$ cat src/rtl/node_mem_responder.sv
// ============================================================================
// Module   : node_mem_responder
// Purpose  : Round-robin BRAM responder shared by octree builder and DFS engine
// Revision : 1.0
// ============================================================================
`default_nettype none

module node_mem_responder #(
    parameter int ADDR_SIZE = 16,
    parameter int DATA_W    = 64,
    parameter int RD_LAT    = 1
) (
    input  logic                 i_clk,
    input  logic                 i_rst,
    input  logic                 i_oct_req,
    input  logic                 i_oct_we,
    input  logic [ADDR_SIZE-1:0] i_oct_addr,
    input  logic [DATA_W-1:0]    i_oct_wdata,
    output logic                 o_oct_gnt,
    output logic                 o_oct_rvalid,
    output logic [DATA_W-1:0]    o_oct_rdata,
    input  logic                 i_dfs_req,
    input  logic [ADDR_SIZE-1:0] i_dfs_addr,
    output logic                 o_dfs_gnt,
    output logic                 o_dfs_rvalid,
    output logic [DATA_W-1:0]    o_dfs_rdata,
    output logic                 o_mem_en,
    output logic                 o_mem_we,
    output logic [ADDR_SIZE-1:0] o_mem_addr,
    output logic [DATA_W-1:0]    o_mem_wdata,
    input  logic [DATA_W-1:0]    i_mem_rdata,
    output logic                 o_sel,
    output logic                 o_busy
);

    localparam logic [1:0] ST_IDLE  = 2'd0;
    localparam logic [1:0] ST_ISSUE = 2'd1;
    localparam logic [1:0] ST_WAIT  = 2'd2;

    localparam logic [2:0] LAT_LAST = 3'(RD_LAT - 1);

    logic [1:0]           state;
    logic                 last_dfs;
    logic                 cmd_dfs;
    logic                 cmd_we;
    logic [ADDR_SIZE-1:0] cmd_addr;
    logic [DATA_W-1:0]    cmd_wdata;
    logic [2:0]           lat_cnt;
    logic                 sel;
    logic                 oct_rvalid;
    logic                 dfs_rvalid;
    logic [DATA_W-1:0]    oct_rdata;
    logic [DATA_W-1:0]    dfs_rdata;
    logic                 pick_dfs;
    logic                 pick_wr;
    logic                 issue;

    // On a tie the port that did not win last time gets the grant.
    always_comb begin
        pick_dfs = i_dfs_req && (!i_oct_req || !last_dfs);
        pick_wr  = !pick_dfs && i_oct_we;
    end

    always_ff @(posedge i_clk or posedge i_rst) begin
        if (i_rst) begin
            state      <= ST_IDLE;
            last_dfs   <= 1'b1;
            cmd_dfs    <= 1'b0;
            cmd_we     <= 1'b0;
            cmd_addr   <= '0;
            cmd_wdata  <= '0;
            lat_cnt    <= '0;
            sel        <= 1'b0;
            oct_rvalid <= 1'b0;
            dfs_rvalid <= 1'b0;
            oct_rdata  <= '0;
            dfs_rdata  <= '0;
        end else begin
            oct_rvalid <= 1'b0;
            dfs_rvalid <= 1'b0;
            case (state)
                ST_IDLE: begin
                    if (i_oct_req || i_dfs_req) begin
                        cmd_dfs   <= pick_dfs;
                        cmd_we    <= pick_wr;
                        cmd_addr  <= pick_dfs ? i_dfs_addr : i_oct_addr;
                        cmd_wdata <= pick_wr ? i_oct_wdata : '0;
                        sel       <= pick_dfs;
                        state     <= ST_ISSUE;
                    end
                end
                ST_ISSUE: begin
                    last_dfs <= cmd_dfs;
                    lat_cnt  <= '0;
                    state    <= cmd_we ? ST_IDLE : ST_WAIT;
                end
                ST_WAIT: begin
                    // Read data is on the bus in the last counted cycle.
                    if (lat_cnt == LAT_LAST) begin
                        if (cmd_dfs) begin
                            dfs_rdata  <= i_mem_rdata;
                            dfs_rvalid <= 1'b1;
                        end else begin
                            oct_rdata  <= i_mem_rdata;
                            oct_rvalid <= 1'b1;
                        end
                        state <= ST_IDLE;
                    end else begin
                        lat_cnt <= lat_cnt + 3'd1;
                    end
                end
                default: state <= ST_IDLE;
            endcase
        end
    end

    always_comb begin
        issue        = (state == ST_ISSUE);
        o_oct_gnt    = issue && !cmd_dfs;
        o_dfs_gnt    = issue && cmd_dfs;
        o_mem_en     = issue;
        o_mem_we     = issue && cmd_we;
        o_mem_addr   = issue ? cmd_addr : '0;
        o_mem_wdata  = issue ? cmd_wdata : '0;
        o_oct_rvalid = oct_rvalid;
        o_dfs_rvalid = dfs_rvalid;
        o_oct_rdata  = oct_rdata;
        o_dfs_rdata  = dfs_rdata;
        o_sel        = sel;
        o_busy       = (state != ST_IDLE);
    end

endmodule

`default_nettype wire
$ cat config.mk
export PLATFORM = sky130hd
export DESIGN_NAME = node_mem_responder
export DESIGN_NICKNAME = d
export VERILOG_FILES = /design/src/rtl/node_mem_responder.sv
export SDC_FILE = /design/constraint.sdc
export NUM_CORES = 1
export LEC_CHECK = 0
export CAP_MARGIN = 30
export CORE_ASPECT_RATIO = 2
export CORE_MARGIN = 2
export CORE_UTILIZATION = 43
export DETAILED_ROUTE_END_ITERATION = 7
export PLACE_DENSITY = 0.78
export SLEW_MARGIN = 20
export SYNTH_ARGS = -nofsm -noshare
export SYNTH_HDL_FRONTEND = slang
export SYNTH_SLANG_ARGS = --single-unit
$ cat constraint.sdc
create_clock -name i_clk -period 9.2 [get_ports i_clk]
set_input_delay 1.38 -clock i_clk [delete_from_list [all_inputs] [get_ports i_clk]]
set_output_delay 1.38 -clock i_clk [all_outputs]
set_load 0.02 [all_outputs]
# Yosys cells after proc, flatten, opt, wreduce, memory -nomap -nowiden
# Cells that the tools add are included.
[totals]
word_cells = 54
input_bits = 165
output_inout_bits = 216
ramBits = 0
latch_bits = 0
reg_bits = 218
memories = 0
rom_bits = 0
[classes]
div = 0
n_mux = 16
n_reduce_logical = 20
n_shift = 0
add_sub_neg = 1
bitwise = 1
n_mul = 0
n_eq_ne = 5
n_lt_le_gt_ge = 0
[ops]
columns = ["operator", "n"]
rows = [
  ["two-way mux 64 bit", 2],
  ["two-way mux 16 bit", 2],
  ["two-way mux 1 bit", 6],
  ["two-way mux 2 bit", 3],
  ["!= test 2 bit (second input constant)", 3],
  ["case mux 2 bit (3 select lines)", 1],
  ["case mux 3 bit (2 select lines)", 1],
  ["AND reduction 2 bit", 3],
  ["AND reduction 3 bit", 2],
  ["logical AND 1 bit", 5],
  ["logical NOT 1 bit", 4],
  ["nonzero test 2 bit", 2],
  ["adder 3 x 1 -> 3 bit (second input constant)", 1],
  ["logical NOT 3 bit", 1],
  ["two-way mux 3 bit", 1],
  ["== test 2 x 1 -> 1 bit (second input constant)", 1],
  ["== test 2 bit (second input constant)", 1],
  ["logical NOT 2 bit", 1],
  ["logical OR 1 bit", 2],
  ["inverter 1 bit", 1],
]

# Depth between registers and ports, before layout
# Gate-level depths: netlist (run 1).
[logic_depth]
depth_word = 6
depth_mapped = 6
mapped_depth_nobuf = 5

# Worst setup path after synthesis (run 1)
# Ideal clock, no wire load.
[synth_timing]
path_kind = "register -> output"
from = "reg state[0]"
to = "out o_mem_wdata[48]"
path_slack_ns = 6.520
stages_incl_launch_ff = 6
arrival_ns = 1.300
path_buffers = 2
required_time_ns = 7.820
path_cell_list = "dfrtp_1 > buf_2 > nand2_1 > inv_1 > clkbuf_1 > and2_1"
[synth_between]
elab_chain_cells = 2
[synth_lines]
columns = ["item", "line_no", "rtl"]
rows = [
  ["from (decl)", "42", "logic [1:0] state;"],
  ["from (signal assigned)", "95", "state <= cmd_we ? ST_IDLE : ST_WAIT;"],
  ["== test 2 x 1 -> 1 bit", "118", "issue = (state == ST_ISSUE);"],
  ["net o_mem_en", "27", "output logic o_mem_en,"],
  ["two-way mux 64 bit", "124", "o_mem_wdata = issue ? cmd_wdata : '0;"],
  ["to (decl)", "30", "output logic [DATA_W-1:0] o_mem_wdata,"],
]
# The timed path passes the listed nets, and every way through them passes these cells.

# Worst setup path after layout (run 1)
[layout_timing]
from = "reg state[1]"
to = "out o_mem_wdata[29]"
[layout_between]
elab_chain_cells = 2
[layout_lines]
columns = ["item", "line_no"]
rows = [
  ["== test 2 x 1 -> 1 bit", "118"],
  ["two-way mux 64 bit", "124"],
]
# No other way between the ends.

==> results of run 1 <==
[metal layers]
metal / vias up / part of all wire, %
met4: 0 / 6.0
met3: 71 / 5.8
li1: 2864 / -
met5: - / 0
met2: 273 / 54
met1: 3154 / 34
[metrics by stage]
stage	area [um2]	util (%)	setup WS, ns	power [mW]	std cells
floorplan	8860	-	1.86	2.77	604
global placement	12800	63.1	5.22	3.75	1216
detailed placement	12800	63.1	5.14	3.80	1216
CTS	13500	66.2	4.59	4.63	1251
global route	13500	66.3	4.38	4.80	1253
finish	13500	66.3	4.69	4.58	1253
[worst paths after layout]
path / start / end / slack (ns) / cells after the start
max: state[1] / o_mem_wdata[29] / 4.69 / 6
min: cmd_we / state[1] / 0.49 / 1
max reg2reg: lat_cnt[0] / o_oct_rdata[16] / 6.98 / 5
min reg2reg: cmd_we / state[1] / 0.49 / 1
max in group asynchronous: i_rst / cmd_addr[13] / 5.83 / 4
min in group asynchronous: i_rst / o_oct_rdata[35] / 1.37 / 2
[flip-flops by register name (all words and copies together) (netlist names), 2 cells and up]
| register | flops |
|---|---|
| cmd_addr | 16 |
| cmd_wdata | 64 |
| lat_cnt | 3 |
| o_dfs_rdata | 64 |
| o_oct_rdata | 64 |
| state | 2 |
[synth_stat cells, drive strengths merged, types with 2 or more instances]
library cell	n
dfrtp	217
mux2	160
and2	83
a22o	64
buf	30
clkbuf	11
inv	9
nor2	4
a21oi	3
nand2	3
o2bb2ai	3
a21o	2
ha	2
o21ai	2
[kinds of logic after synthesis]
logic type / after synthesis
flops: 218
fa+ha+maj: 2
buf+inv: 50
mux: 160
compound gates: 78
simple gates: 96
[final cells by class]
class | count | share of cell area, %
Sequential cell | 218 | 40.4
Multi-Input combinational cell | 336 | 23.4
Clock buffer | 30 | 4.51
Inverter | 9 | 0.306
Clock inverter | 5 | 0.269
Timing Repair Buffer | 387 | 28.6
Tap cell | 266 | 2.47
Antenna cell | 2 | 0.0371
[critical path, delay by kind of cell (launching register included)]
kind / cells / cell delay, ns
buf+inv: 4 / 1.81
simple gates: 2 / 0.35
flops: 1 / 0.44
[power breakdown]
part           total [mW]  switching (mW)  internal [mW]
combinational        2.15            1.02           1.13
sequential           1.61           0.230           1.38
clock               0.814           0.354          0.460
total                4.58            1.61           2.97
==> impl_metrics.env, run 1 <==
export IMPL_status="finished clean"
export IMPL_finalCriticalPeriod_ns=4.51
export IMPL_final_common_cell="clkdlybuf4s50_1"
export IMPL_post_cts_resized=0
export IMPL_viasPerCell=5.08
export IMPL_seq_area_um2=5460
export IMPL_synth_warnings=0
export IMPL_syn2layout_area_growth_pct=52.3
export IMPL_synthSimpleGateAreaFrac_pct=6.66
export IMPL_cts_tree="yes"
export IMPL_synth_xor_xnor_area_share_pct=0
export IMPL_synth_area_top_cells="dfrtp_1, mux2_2, a22o_1, and2_1, mux2_4"
export IMPL_synth_top_cell_by_area="dfrtp_1"
export IMPL_syn_cell_area_um2=8860
export IMPL_cts_buffers=20
export IMPL_grt_max_degree=101
export IMPL_critical_path_class="reg2out"
export IMPL_cts_root_buffer="clkbuf_16"
export IMPL_use_met1_pct=22.9
export IMPL_ys_flop_type="dfrtp_1"
export IMPL_worst_pin_slew_ns=0.911
export IMPL_min_period_over_period_pct=49.0
export IMPL_yosysSeqAreaShare_pct=61.6
export IMPL_htreeDepth=1
export IMPL_dieArea_um2=21800
export IMPL_slowest_stage="clkinv_1"
export IMPL_grt_pass1_vias=6791
export IMPL_post_dp_hpwl_um=17600
export IMPL_power_density_nw_per_um2=339
export IMPL_cts_sinks=218
export IMPL_synth_compound_area_share_pct=7.47
export IMPL_die_w_um=106
export IMPL_clkLatencyLatePin_ns=0.50
export IMPL_post_route_drc_count=0
export IMPL_synthMuxAreaShare_pct=21.1
export IMPL_crit_fanout=46
export IMPL_critPathLaunchType="flop"
export IMPL_syn_nets=771
export IMPL_relSlewSlack_pct=39.2
export IMPL_drtIter0Drc=216
export IMPL_die_y_um=207
export IMPL_grt_pass1_wl_um=37800
export IMPL_crit_path_end_kind="primary output"
export IMPL_numPortBuffers=380
export IMPL_drt_pass1_iterations=4
export IMPL_ys_types=31
export IMPL_worst_ir_drop_vdd_uv=188
export IMPL_antenna_found_initial=2
export IMPL_track_usage_pct=22.1
export IMPL_ioPinCount=381
export IMPL_initial_core_util_pct=43.5
export IMPL_hold_viol=0
export IMPL_skew_ns=0.0117
export IMPL_yosysTopAreaCellShare_pct=61.3
export IMPL_avgSynthCellArea_um2=14.7
export IMPL_crit_chain="inv_1 -> nand2_1 -> clkinv_1 -> buf_4 -> and2_1 -> clkdlybuf4s50_1"
export IMPL_synthArstFlopShare_pct=100
export IMPL_layout_common_cells="clkdlybuf4s50_1, dfrtp_1, mux2_2, and2_1, a22o_1"
export IMPL_n_fill_cell=1496
export IMPL_grt_use_met2_pct=41.0
export IMPL_num_vias=6362
export IMPL_ys_seq_elements=218
export IMPL_core_region_area_um2=20400
export IMPL_fmax_mhz=222
export IMPL_layout_drive_gt1_share_pct=20.7
export IMPL_busiest_layer="met2"
export IMPL_maxCapViolCount=0
export IMPL_synth_adder_area_share_pct=0.282
export IMPL_synth_edf_count=0
export IMPL_synth_top_family_by_area="multiplexers"
export IMPL_hp_class="reg2reg"
export IMPL_cts_clk_slew_worst_paths_ns=0.07
export IMPL_arrival_ns=3.13
export IMPL_multiInputGateArea_um2=3160
export IMPL_setup_viol=0
export IMPL_routed_wirelength_um=24300
export IMPL_fin_nets=1139
export IMPL_ctsHoldBuffers=0
export IMPL_tns_ns=0
export IMPL_overflow=0
export IMPL_rows=74
export IMPL_postCtsSetupRepairBufs=0
export IMPL_wl_per_cell_um=19.4
export IMPL_slew_viol_final=0
export IMPL_rsz0062_at_grt="no"
export IMPL_synth_cells=604
export IMPL_whs_ns=0.491
export IMPL_p_leak_nw=5.79
export IMPL_antenna_left=0
export IMPL_worstPathRequired_ns=7.82
export IMPL_max_stage_delay_ns=0.64
export IMPL_gr_usage_met3_pct=3.96
export IMPL_place_congestion=0.874
export IMPL_clk_path_buf_depth=3
Power figures use the tool's default switching activity.
==> run 2: changes to the inputs <==
Clock period 9.2 ns to 4.65 ns, I/O delays scaled along.
==> run 2 against run 1 <==
  * Wire length is 4.4% lower
  * Die area stayed put
  * Count of clock-buffer cells in the layout is 2 lower
  * Sequential share of layout area is 0.26 points lower
  * Critical path depth is 1 lower
  * Clock skew is 0.0066 ns higher
  * Sequential power is 98% higher
  * Global-route usage is 1.3 points lower
  * Combinational power is 97% higher
  * Clock power is 110% higher
  * Critical endpoint is now o_dfs_gnt
  * Highest routed layer unchanged
==> impl_metrics.env, run 2 (synthesis gave the netlist of run 1 again) <==
export IMPL_busiest_layer="met2"
export IMPL_rsz0062_at_grt="no"
export IMPL_pre_cts_slack_ns=1.53
export IMPL_die_w_um=106
export IMPL_crit_path_end_kind="primary output"
export IMPL_dieArea_um2=21800
export IMPL_arrival_ns=2.91
export IMPL_p_leak_nw=5.82
export IMPL_hold_viol=0
export IMPL_post_route_drc_count=0
export IMPL_skew_ns=0.0183
export IMPL_ctsHoldBuffers=0
export IMPL_worstPathRequired_ns=3.95
export IMPL_layout_common_cells="clkdlybuf4s50_1, dfrtp_1, mux2_2, and2_1, a22o_1"
export IMPL_maxCapViolCount=0
export IMPL_numPortBuffers=380
export IMPL_track_usage_pct=20.8
export IMPL_critPathLaunchType="flop"
export IMPL_layout_drive_gt1_share_pct=20.7
export IMPL_post_dp_hpwl_um=16900
export IMPL_use_met1_pct=22.8
export IMPL_rows=74
export IMPL_postCtsSetupRepairBufs=0
export IMPL_clkLatencyLatePin_ns=0.50
export IMPL_ioPinCount=381
export IMPL_cts_buffers=20
export IMPL_htreeDepth=1
export IMPL_drtIter0Drc=143
export IMPL_grt_pass1_vias=6506
export IMPL_initial_core_util_pct=43.5
export IMPL_critical_path_class="reg2out"
export IMPL_layout_setup_ws_ns=1.04
export IMPL_crit_fanout=50
export IMPL_power_density_nw_per_um2=674
export IMPL_cts_root_buffer="clkbuf_16"
export IMPL_clk_path_buf_depth=3
export IMPL_hp_class="reg2reg"
export IMPL_relSlewSlack_pct=39.8
export IMPL_num_vias=6220
export IMPL_gr_usage_met3_pct=4.19
export IMPL_cts_sinks=218
export IMPL_fin_nets=1140
export IMPL_viasPerCell=4.96
export IMPL_crit_chain="nand2_1 -> inv_1 -> buf_12 -> and2_1 -> clkdlybuf4s50_1"
export IMPL_min_period_over_period_pct=77.7
export IMPL_die_y_um=207
export IMPL_n_fill_cell=1532
export IMPL_worst_pin_slew_ns=0.903
export IMPL_slew_viol_final=0
export IMPL_max_stage_delay_ns=0.66
export IMPL_slowest_stage="inv_1"
export IMPL_grt_pass1_wl_um=35800
export IMPL_place_congestion=0.834
export IMPL_cts_tree="yes"
export IMPL_core_region_area_um2=20400
export IMPL_syn2layout_area_growth_pct=53.3
export IMPL_antenna_left=0
export IMPL_worst_ir_drop_vdd_uv=463
export IMPL_final_common_cell="clkdlybuf4s50_1"
export IMPL_wl_per_cell_um=18.5
export IMPL_tns_ns=0
export IMPL_fmax_mhz=277
export IMPL_routed_wirelength_um=23200
export IMPL_overflow=0
export IMPL_drt_pass1_iterations=4
export IMPL_grt_max_degree=112
export IMPL_post_cts_resized=0
export IMPL_cts_clk_slew_worst_paths_ns=0.07
export IMPL_antenna_found_initial=2
export IMPL_status="finished clean"
export IMPL_grt_use_met2_pct=37.6
export IMPL_setup_viol=0
export IMPL_finalCriticalPeriod_ns=3.61
## run 2: cell count changes in the layout (fill, tap and decap cells not counted), sizes merged
cell and delta:
clkbuf -2, clkinv -4, bufinv +3, clkinvlp +2, buf +1
## run 2: stage by stage
step	utilization (%)	hold WS (ns)	area, um2	total power, mW	std cells
final	66.7	0.493	13600	9.16	1253
after global routing	66.7	0.512	13600	9.61	1253
after CTS	66.7	0.502	13600	9.26	1251
after detailed placement	63.3	0.483	12900	7.49	1217
after global placement	63.3	0.479	12900	7.41	1217
after floorplan	-	0.437	8870	5.47	604
## run 2: per-layer routing
| metal | vias to the layer above | wire length [um] |
|---|---|---|
| li1 | 2858 | - |
| met1 | 3019 | 8250 |
| met2 | 283 | 12200 |
| met3 | 60 | 1570 |
| met4 | 0 | 1150 |
| met5 | - | 0 |
## run 2: final timing paths
path / depth (start not counted) / from / to / slack (ns)
worst min-delay path: 1 / cmd_wdata[9] / cmd_wdata[9] / 0.49
worst max-delay path: 5 / state[0] / o_dfs_gnt / 1.04
worst max register to register: 5 / lat_cnt[0] / o_oct_rdata[37] / 2.11
min in group asynchronous: 2 / i_rst / cmd_wdata[37] / 0.70
max in group asynchronous: 3 / i_rst / o_dfs_rdata[16] / 2.91
worst min register to register: 1 / cmd_wdata[9] / cmd_wdata[9] / 0.49
## run 2: cell type report
cell class	count	area [um2]	share of cell area, %
multi-input combinational	336	3160	23.3
timing repair buffer	388	3900	28.7
tap	266	333	2.45
clock inverter	6	111	0.820
sequential	218	5460	40.2
clock buffer	28	582	4.28
inverter	9	37.5	0.276
antenna	2	5.00	0.0368
## run 2: critical path: cells and delay by family, from the launching register on
family                 cells  cell delay (ns)
DFF                        1             0.53
and+or+nand+nor            2             0.33
buffers and inverters      3             1.56
## run 2: where the power goes
| group | switching [mW] | internal, mW | total [mW] |
|---|---|---|---|
| Clock | 0.701 | 1.04 | 1.74 |
| Combinational | 2.00 | 2.24 | 4.24 |
| Sequential | 0.440 | 2.74 | 3.18 |
==> run 3: changes to the inputs <==
Clock period 4.65 ns to 3.7 ns, I/O delays scaled along.
==> run 3 against run 2 <==
  * Clock skew is 0.0092 ns lower
  * Utilization grew 0.11 points
  * Flip-flop and latch count stayed put
  * Count of clock-buffer cells in the layout is 2 lower
  * Largest power group unchanged
==> impl_metrics.env, run 3 (synthesis gave the netlist of run 1 again) <==
export IMPL_status="finished clean"
export IMPL_post_route_drc_count=0
export IMPL_cts_buffers=20
export IMPL_tns_ns=0
export IMPL_initial_core_util_pct=43.5
export IMPL_cts_clk_slew_worst_paths_ns=0.07
export IMPL_worst_ir_drop_vdd_uv=719
export IMPL_p_leak_nw=5.85
export IMPL_power_density_nw_per_um2=841
export IMPL_hp_class="in2async"
export IMPL_post_cts_resized=0
export IMPL_die_y_um=207
export IMPL_slowest_stage="clkdlybuf4s50_1"
export IMPL_overflow=0
export IMPL_ctsHoldBuffers=0
export IMPL_worstPathRequired_ns=3.14
export IMPL_place_congestion=0.794
export IMPL_die_w_um=106
export IMPL_cts_tree="yes"
export IMPL_grt_max_degree=67
export IMPL_cts_root_buffer="clkbuf_16"
export IMPL_rows=74
export IMPL_fin_nets=1146
export IMPL_final_common_cell="clkdlybuf4s50_1"
export IMPL_numPortBuffers=380
export IMPL_r2r_slack_ns=1.48
export IMPL_fmax_mhz=323
export IMPL_finalCriticalPeriod_ns=3.10
export IMPL_htreeDepth=1
export IMPL_crit_top_cell="inv_1"
export IMPL_skew_ns=0.00910
export IMPL_grt_pass1_vias=6795
export IMPL_ioPinCount=381
export IMPL_place_inst=1222
export IMPL_postCtsSetupRepairBufs=0
export IMPL_routed_wirelength_um=23800
export IMPL_clkLatencyLatePin_ns=0.49
export IMPL_critical_path_class="reg2out"
export IMPL_critPathLaunchType="flop"
export IMPL_min_period_over_period_pct=83.8
export IMPL_pre_cts_slack_ns=1.07
export IMPL_drtIter0Drc=200
export IMPL_hold_viol=0
export IMPL_r2r_end="o_oct_rdata[57]"
export IMPL_grt_pass1_wl_um=37100
export IMPL_crit_chain="inv_1 -> nand2_1 -> inv_1 -> buf_4 -> and2_1 -> clkdlybuf4s50_1"
export IMPL_rsz0062_at_grt="no"
export IMPL_slew_viol_final=0
export IMPL_syn2layout_area_growth_pct=53.5
export IMPL_layout_setup_ws_ns=0.599
export IMPL_post_dp_hpwl_um=17000
export IMPL_worstRegToRegCells=5
export IMPL_layout_drive_gt1_share_pct=21.3
export IMPL_whs_ns=0.347
export IMPL_setup_viol=0
export IMPL_worst_pin_slew_ns=0.907
export IMPL_layout_common_cells="clkdlybuf4s50_1, dfrtp_1, mux2_2, and2_1, a22o_1"
export IMPL_clk_path_buf_depth=3
export IMPL_max_stage_delay_ns=0.66
export IMPL_wl_per_cell_um=18.9
export IMPL_antenna_found_initial=2
export IMPL_dieArea_um2=21800
export IMPL_viasPerCell=5.00
export IMPL_r2r_start="lat_cnt[0]"
export IMPL_antenna_left=0
export IMPL_maxCapViolCount=0
export IMPL_finalPower_mw=11.4
export IMPL_crit_fanout=57
export IMPL_cts_sinks=218
export IMPL_crit_path_end_kind="primary output"
export IMPL_core_region_area_um2=20400
export IMPL_relSlewSlack_pct=39.5
export IMPL_final_cells=1259
export IMPL_track_usage_pct=21.5
export IMPL_drt_pass1_iterations=4
export IMPL_num_vias=6295
export IMPL_arrival_ns=2.55
-- run 3: cell count changes in the layout (fill, tap and decap cells not counted), sizes merged --
cell      previous run  this run
bufinv               3         2
inv                  8         9
clkbuf              28        26
clkinvlp             2         1
clkinv               2         5
buf                  8        14
-- run 3: final cells by class --
| type | count | area, um2 |
|---|---|---|
| antenna | 2 | 5.00 |
| clock buffer | 26 | 564 |
| clock inverter | 8 | 93.8 |
| fill | 1501 | 6760 |
| inverter | 9 | 37.5 |
| multi-input combinational | 336 | 3160 |
| sequential | 218 | 5460 |
| tap | 266 | 333 |
| timing repair buffer | 394 | 3960 |
-- run 3: worst max-delay path: cells and delay by family, from the launching register on --
kind | cells | cell delay [ns]
flip-flops | 1 | 0.44
AND/OR/NAND/NOR | 2 | 0.31
buffers and inverters | 4 | 1.29
-- run 3: how the worst max path moves through the flow --
stage / end / startpoint / depth (start not counted) / slack, ns
after floorplan: cmd_addr[0] / i_rst / 1 / 0.31
after global placement: o_mem_wdata[13] / state[1] / 6 / 1.11
after detailed placement: cmd_addr[11] / i_oct_req / 4 / 1.07
after CTS: o_mem_wdata[13] / state[1] / 6 / 0.56
after global routing: o_mem_wdata[13] / state[1] / 6 / 0.40
final: o_mem_addr[0] / state[1] / 6 / 0.60
-- run 3: where the power goes --
part / total, mW / leakage, nW / switching [mW] / internal [mW]
registers: 3.99 / 2.69 / 0.555 / 3.44
logic: 5.37 / 2.83 / 2.55 / 2.82
clock network: 2.09 / 0.329 / 0.870 / 1.22
-- run 3: stage by stage --
| stage | cell area, um2 | utilization [%] |
|---|---|---|
| 6_report | 13600 | 66.8 |
| 5_1_grt | 13600 | 66.8 |
| 4_1_cts | 13600 | 66.7 |
| 3_5_place_dp | 12900 | 63.5 |
| 3_3_place_gp | 12900 | 63.5 |
| 2_1_floorplan | 8870 | - |
-- run 3: metal layers --
| layer | share of wire (%) | GRT usage [%] | vias up |
|---|---|---|---|
| met5 | 0 | 0 | - |
| met4 | 5.0 | 11.0 | 0 |
| met3 | 6.5 | 4.37 | 57 |
| met2 | 53 | 38.9 | 278 |
| met1 | 35 | 23.4 | 3088 |
| li1 | - | - | 2872 |
